[config.mk]
export PLATFORM = sky130hd
export DESIGN_NAME = axis_frame_gen
export DESIGN_NICKNAME = d
export VERILOG_FILES = /design/src/rtl/axis_frame_gen_pkg.sv /design/src/rtl/axis_pattern_pix.sv /design/src/rtl/axis_frame_gen.sv
export SDC_FILE = /design/constraint.sdc
export NUM_CORES = 1
export LEC_CHECK = 0
export ABC_AREA = 1
export CORE_MARGIN = 4
export CORE_UTILIZATION = 25
export DETAILED_ROUTE_END_ITERATION = 7
export PLACE_DENSITY = 0.46
export REMOVE_ABC_BUFFERS = 1
export SLEW_MARGIN = 20
export SYNTH_ARGS = -nofsm -noshare
export SYNTH_HDL_FRONTEND = slang
export SYNTH_SLANG_ARGS = --single-unit
[constraint.sdc]
create_clock -name ACLK -period 2.8 [get_ports ACLK]
set_input_delay 0.56 -clock ACLK [delete_from_list [all_inputs] [get_ports ACLK]]
set_output_delay 0.56 -clock ACLK [all_outputs]
set_load 0.05 [all_outputs]
[src/rtl/axis_frame_gen_pkg.sv]
// Shared types for the AXI-Stream test-pattern source.
package axis_frame_gen_pkg;

    localparam int FCNT_W = 16;

    typedef enum logic [2:0] {
        IDLE   = 3'd0,
        LOAD   = 3'd1,
        ACTIVE = 3'd2,
        LGAP   = 3'd3,
        FGAP   = 3'd4
    } state_t;

    typedef enum logic [1:0] {
        MODE_XRAMP = 2'd0,
        MODE_YRAMP = 2'd1,
        MODE_CHECK = 2'd2,
        MODE_FNUM  = 2'd3
    } mode_t;

endpackage

[src/rtl/axis_pattern_pix.sv]
// Combinational pixel generator: (x, y, mode, frame number) -> TDATA.
// The checker pattern uses bit 4 of x/y (16-pixel squares), so HWID must be >= 5.
module axis_pattern_pix
    import axis_frame_gen_pkg::*;
#(
    parameter int DWID = 24,
    parameter int HWID = 12
) (
    input  logic [HWID-1:0]   x,
    input  logic [HWID-1:0]   y,
    input  mode_t             mode,
    input  logic [FCNT_W-1:0] fnum,
    output logic [DWID-1:0]   pix
);

    // Select the pattern; sizes are zero-extended or truncated to DWID.
    always_comb begin
        pix = '0;
        case (mode)
            MODE_XRAMP: pix = DWID'(x);
            MODE_YRAMP: pix = DWID'(y);
            MODE_CHECK: pix = {DWID{x[4] ^ y[4]}};
            MODE_FNUM:  pix = DWID'(fnum);
            default:    pix = '0;
        endcase
    end

endmodule

[src/rtl/axis_frame_gen.sv]
// AXI-Stream video test-pattern source: whole frames, TUSER = SOF, TLAST = EOL.
// Optional macro AXIS_FRAME_GEN_LINE_GAP_EN inserts LINE_GAP idle cycles after
// every non-final line; without it lines go back-to-back.
module axis_frame_gen
    import axis_frame_gen_pkg::*;
#(
    parameter int DWID      = 24,
    parameter int HWID      = 12,
    parameter int FRAME_GAP = 16,
    parameter int LINE_GAP  = 4
) (
    input  logic              ACLK,
    input  logic              ARESETN,
    input  logic              EN,
    input  logic [1:0]        CFG_MODE,
    input  logic [HWID-1:0]   CFG_HSIZE,
    input  logic [HWID-1:0]   CFG_VSIZE,
    input  logic              AXIS_TREADY,
    output logic [DWID-1:0]   AXIS_TDATA,
    output logic              AXIS_TUSER,
    output logic              AXIS_TLAST,
    output logic              AXIS_TVALID,
    output logic              BUSY,
    output logic [FCNT_W-1:0] FRAME_CNT
);

    // Gap counter is shared by both gap states, sized for the longer one.
    localparam int GMAX = (FRAME_GAP > LINE_GAP) ? FRAME_GAP : LINE_GAP;
    localparam int GW   = (GMAX > 1) ? $clog2(GMAX) : 1;

    state_t            state, nxt;
    mode_t             mode;
    logic [HWID-1:0]   x, y, hsize, vsize;
    logic [FCNT_W-1:0] fcnt;
    logic [GW-1:0]     gcnt;
    logic [DWID-1:0]   pix;
    logic              active, accept, eol, eof;

    assign active = (state == ACTIVE);
    assign accept = active && AXIS_TREADY;
    assign eol    = (x == hsize - HWID'(1));
    assign eof    = eol && (y == vsize - HWID'(1));

    axis_pattern_pix #(.DWID(DWID), .HWID(HWID)) u_pix (
        .x    (x),
        .y    (y),
        .mode (mode),
        .fnum (fcnt),
        .pix  (pix)
    );

    // State register.
    always_ff @(posedge ACLK or negedge ARESETN) begin
        if (!ARESETN) state <= IDLE;
        else          state <= nxt;
    end

    // Next-state logic.
    always_comb begin
        nxt = state;
        case (state)
            IDLE:   if (EN) nxt = LOAD;
            LOAD:   nxt = ACTIVE;
            ACTIVE: begin
                if (accept && eol) begin
                    if (eof) begin
                        if (FRAME_GAP == 0) nxt = EN ? LOAD : IDLE;
                        else                nxt = FGAP;
                    end
`ifdef AXIS_FRAME_GEN_LINE_GAP_EN
                    else if (LINE_GAP != 0) begin
                        nxt = LGAP;
                    end
`endif
                end
            end
`ifdef AXIS_FRAME_GEN_LINE_GAP_EN
            LGAP:   if (gcnt == GW'(LINE_GAP - 1)) nxt = ACTIVE;
`endif
            FGAP:   if (gcnt == GW'(FRAME_GAP - 1)) nxt = EN ? LOAD : IDLE;
            default: nxt = IDLE;
        endcase
    end

    // Gap counter restarts on every state change, counts while a gap state holds.
    always_ff @(posedge ACLK or negedge ARESETN) begin
        if (!ARESETN)                                          gcnt <= '0;
        else if ((state == FGAP || state == LGAP) && nxt == state) gcnt <= gcnt + GW'(1);
        else                                                   gcnt <= '0;
    end

    // Config latch in LOAD, pixel position and frame counters on accepted beats.
    always_ff @(posedge ACLK or negedge ARESETN) begin
        if (!ARESETN) begin
            mode  <= MODE_XRAMP;
            hsize <= '0;
            vsize <= '0;
            x     <= '0;
            y     <= '0;
            fcnt  <= '0;
        end else if (state == LOAD) begin
            mode  <= mode_t'(CFG_MODE);
            hsize <= (CFG_HSIZE == '0) ? HWID'(1) : CFG_HSIZE;
            vsize <= (CFG_VSIZE == '0) ? HWID'(1) : CFG_VSIZE;
            x     <= '0;
            y     <= '0;
        end else if (accept) begin
            if (eol) begin
                x <= '0;
                y <= y + HWID'(1);
                if (eof) fcnt <= fcnt + FCNT_W'(1);
            end else begin
                x <= x + HWID'(1);
            end
        end
    end

    assign AXIS_TVALID = active;
    assign AXIS_TUSER  = active && (x == '0) && (y == '0);
    assign AXIS_TLAST  = active && eol;
    assign AXIS_TDATA  = active ? pix : '0;
    assign BUSY        = (state != IDLE);
    assign FRAME_CNT   = fcnt;

endmodule

Word-level counts from Yosys, hierarchy flattened. Cells that the tools add are included.

Register bits: 73. Output and inout bits: 44. Word-level logic and storage cells: 63.

Add/subtract/negate cells: 6. Equal/unequal tests: 11. Mux-type cells: 17. Bitwise logic cells: 2. Reductions and logical operators: 19.

Operators with widths (count): two-way mux 12 bit (8); one-hot mux 24 bit (4 select lines) (1); logical NOT 12 bit (4); adder 12 x 1 -> 12 bit, second input constant (2); == test 12 bit (2); two-way mux 24 bit (1); subtractor 12 x 1 -> 12 bit, second input constant (2); adder 16 x 1 -> 16 bit, second input constant (1); two-way mux 3 bit (4); one-hot mux 3 bit (4 select lines) (1); logical AND 1 bit (7); == test 3 x 2 -> 1 bit, second input constant (2); adder 4 x 1 -> 4 bit, second input constant (1); == test 2 bit, second input constant (2); == test 4 bit, second input constant (1); two-way mux 4 bit (1); AND reduction 4 bit (1); nonzero test 2 bit (2); == test 3 x 1 -> 1 bit, second input constant (1); == test 3 bit (1); == test 3 bit, second input constant (1); logical NOT 3 bit (1); nonzero test 3 bit (1); == test 2 x 1 -> 1 bit, second input constant (1); 6 further kinds (6).

Depth between registers and ports, before layout.
Word-level depth: 9. Gate-level depth with buffers: 16. Gate-level depth less buffers: 15.

Hierarchy. A second synthesis with hierarchy kept.

Cells, all modules: 825. Area total of the unflattened synthesis: 5630.4 um^2.

Modules (own cells, without submodules): axis_frame_gen (times used 1, cells each 721, area an instance 5041.1 um^2); axis_pattern_pix (times used 1, cells each 104, area an instance 589.3 um^2).

Worst setup path before layout. No wires, ideal clock.

Path type: reg2out. From: register state[0]. To: output port AXIS_TDATA[12]. Data arrival time: 3.089 ns. Required time: 2.240 ns. Setup slack: -0.849 ns. Cell stages (with the launch flop): 6. Buffers on the path: 0. Cell sequence: dfrtp_1 -> nor3_2 -> inv_1 -> nor2_1 -> inv_1 -> o21ai_0.

Longest elaborated chain between the ends: 2.

RTL lines: start, declared (RTL line axis_frame_gen.sv:31) `state_t state, nxt;`; start signal, assigned (RTL line axis_frame_gen.sv:55) `else state <= nxt;`; == test 3 x 2 -> 1 bit (RTL line axis_frame_gen.sv:39) `assign active = (state == ACTIVE);`; via AXIS_TVALID (RTL line axis_frame_gen.sv:22) `output logic AXIS_TVALID,`; two-way mux 24 bit (RTL line axis_frame_gen.sv:121) `assign AXIS_TDATA = active ? pix : '0;`; end, declared (RTL line axis_frame_gen.sv:19) `output logic [DWID-1:0] AXIS_TDATA,`.

The timed path passes the listed nets, and every way through them passes these cells.

Worst setup path after layout.
From: register hsize[0]. To: output port AXIS_TLAST.

Longest elaborated chain between the ends: 3.

RTL lines: start, declared (RTL line axis_frame_gen.sv:33) `logic [HWID-1:0] x, y, hsize, vsize;`; start signal, assigned (RTL line axis_frame_gen.sv:103) `hsize <= (CFG_HSIZE == '0) ? HWID'(1) : CFG_HSIZE;`; subtractor 12 x 1 -> 12 bit (RTL line axis_frame_gen.sv:41) `assign eol = (x == hsize - HWID'(1));`; == test 12 bit (RTL line axis_frame_gen.sv:41); logical AND 1 bit (RTL line axis_frame_gen.sv:120) `assign AXIS_TLAST = active && eol;`; end, declared (RTL line axis_frame_gen.sv:21) `output logic AXIS_TLAST,`.

No other way between the ends.

==> flow_summary.toml <==
[outcome]
outcome = "finished clean"

[timing]
report.final.setup_viol = 0
max_slew_margin = 0.634
fin_worst_skew_ns = 0.00817
fin_setup_tns_ns = 0
fin_crit_sh = 0.966
finalHoldViolCount = 0
fmax_mhz = 370
min_period_ns = 2.70
rsz0062_at_grt = "yes"
fin_ws_ns = 0.0952
drv_slew = 0
tightestPinTransition_ns = 0.544

[global_routing]
grt_overflow = 0
grtUsageTotal = 0.139
antenna_found_initial = 0
grt_pass1_wl_mm = 26.4
grt_start_max_net_pins = 40
grt_pass1_vias = 4910

[critical_path]
cp-end-kind = "primary output"
arrival_ns = 2.14
cp_slowest_stage_delay_ns = 0.38
crit_buf_inv = 2
critPathRequiredTime_ns = 2.24
path_cells = "inv_2, ha_2, nand2_2, nor2_1, xor2_1, nand2_1, nor2_2, nand4_4, nor2_4, buf_12"
reg2reg_setup_slack_ns = 0.51
cp_top_family = "simple AND/OR/NAND/NOR gates"
critical_path_class = "reg -> out"
path_max_fanout = 5
slowest_stage = "dfrtp_1"
worstSetupStartpointType = "flip-flop"

[final_layout]
multiInputGateArea_mm2 = 0.00298
area_growth_pct = 32.5
final_design_area_no_fill_mm2 = 0.00696
regArea_mm2 = 0.00183
antenna_cells = 0
n_fill_cell = 2226
drive_gt1_frac = 0.122
nets = 863

[place]
gp_congestion = 0.813
place_hpwl_mm = 12.8
place_area_mm2 = 0.00655
place_ws_ns = 0.208
portBuffers = 73

[clocking]
clk_latency_ns = 0.34
clkSinkCount = 73
clkTransAtPathRegs_ns = 0.06
cts_buffers = 9
cts_root_buf = "clkbuf_16"
cts_buffer_depth = 2
htreeDepth = 3
ctsHoldBuffers = 0
cts_tree = "done"

[floorplan]
die-area_mm2 = 0.0234
start_util = 0.257
die_w_um = 153
die_y_um = 153
pin_count = 74
core-area_mm2 = 0.0204
rows = 52

[logic_synthesis]
yosysWarnings = 0
synth_area_mm2 = 0.00525
ys_ff_latch = 73
syn_avg_cell_area_um2 = 6.98
seq_area_frac_synth = 0.348
synthFlopType = "dfrtp_1"
synth_commonest_cells = "230 x nand2_1, 75 x inv_1, 73 x dfrtp_1"
synth_area_leaders = "dfrtp_1 35%, nand2_1 16%, xor2_1 6.2%"
synth_largest_area_cell = "dfrtp_1"
synth.most_common_cell = "nand2_1"
synth-edff-count = 0
ys_async_sr_fraction = 1.00
synth_cell_type_count = 42
synthCells = 752
synth_top_area_share = 0.348

[routing]
drtIter0Drc = 248
vias = 5004
drc_errors = 0
first_pass_iters = 5
via_per_inst = 4.55
ant_nets = 0
routed_wl_mm = 15.9
avgRoutedWirePerCell_um = 14.5

[power]
p_leak_nw = 3.13
p_per_area_mw_per_mm2 = 834
vdd_drop_max_v = 0.000305

[hold_path]
hp-class = "in -> async"

[run]
cap_violations = 0
==> registers in the layout, summed over array words and instances (netlist names) <==
signal,cells
gcnt,4
state,3
hsize,12
x,12
vsize,12
y,12
mode,2
FRAME_CNT,16
==> repair_timing <==
item	in CTS	in global routing
setup endpoints to repair	1	7
buffers inserted	1	1
pin swaps	0	2
gates resized for setup	4	4
==> worst paths after layout <==
kind,from,end,cells after the start
setup reg to reg,hsize[0]$_DFFE_PN0P_,x[2]$_DFFE_PN0P_,11
hold reg to reg,gcnt[0]$_DFF_PN0_,gcnt[0]$_DFF_PN0_,1
hold / removal,ARESETN,vsize[6]$_DFFE_PN0P_,1
setup / recovery,hsize[0]$_DFFE_PN0P_,AXIS_TLAST,10
min in group ACLK,gcnt[0]$_DFF_PN0_,gcnt[0]$_DFF_PN0_,1
max in group asynchronous,ARESETN,mode[1]$_DFFE_PN0P_,2
==> routing by layer <==
layer  vias to the layer above  global-route usage  routed length, µm
met5                         -                   0                  0
met4                         0              0.0403                196
met3                        14              0.0209                534
met2                        88               0.218               7180
met1                      2304               0.200               7990
li1                       2598                   -                  -
==> layout make-up <==
type | instances | area share
inverters | 79 | 0.0426
flip-flops and latches | 73 | 0.263
repair buffers | 92 | 0.164
multi-input cells | 570 | 0.429
clock buffers | 9 | 0.0324
well taps | 270 | 0.0486
clock inverters | 7 | 0.0205
==> cell families after synthesis <==
family / count (synthesis) / share of synthesized area
flip-flops: 73 / 0.348
AO/OA/AOI/OAI: 83 / 0.0920
adder cells (fa/ha/maj): 8 / 0.0191
AND/OR/NAND/NOR: 435 / 0.380
buffers and inverters: 109 / 0.0879
XOR/XNOR: 44 / 0.0734
==> placed cells by master, fill, tap and decap left out, drive strengths merged, types with 2 or more instances in the layout <==
cell / n
clkdlybuf4s50: 46
and2: 2
nand3: 52
inv: 78
xor2: 37
o21ai: 50
xnor2: 7
nand4: 28
nand2: 238
a221oi: 9
a21oi: 8
nor2: 80
a311oi: 2
clkinv: 4
ha: 8
dfrtp: 73
nor3: 15
o22ai: 10
clkbuf: 9
buf: 46
a31oi: 3
nor4: 11
bufinv: 4
or2: 2
nand3b: 5
==> where the power goes <==
part           internal (mW)  switching (mW)  leakage (nW)
registers               1.27           0.233         0.967
clock network          0.962           0.477         0.180
logic                   1.04            1.81          1.99
total                   3.28            2.52          3.13
==> metrics by stage <==
step	hold slack (ns)	power, mW	utilization	cells
5_1_grt	0.256	6.26	0.341	1100
3_5_place_dp	0.462	4.37	0.321	1082
2_1_floorplan	0.264	3.32	-	722
6_report	0.205	5.80	0.341	1100
4_1_cts	0.222	5.87	0.340	1099
3_3_place_gp	0.457	4.36	0.321	1082
Note: power is estimated with default switching activity, not from simulation.
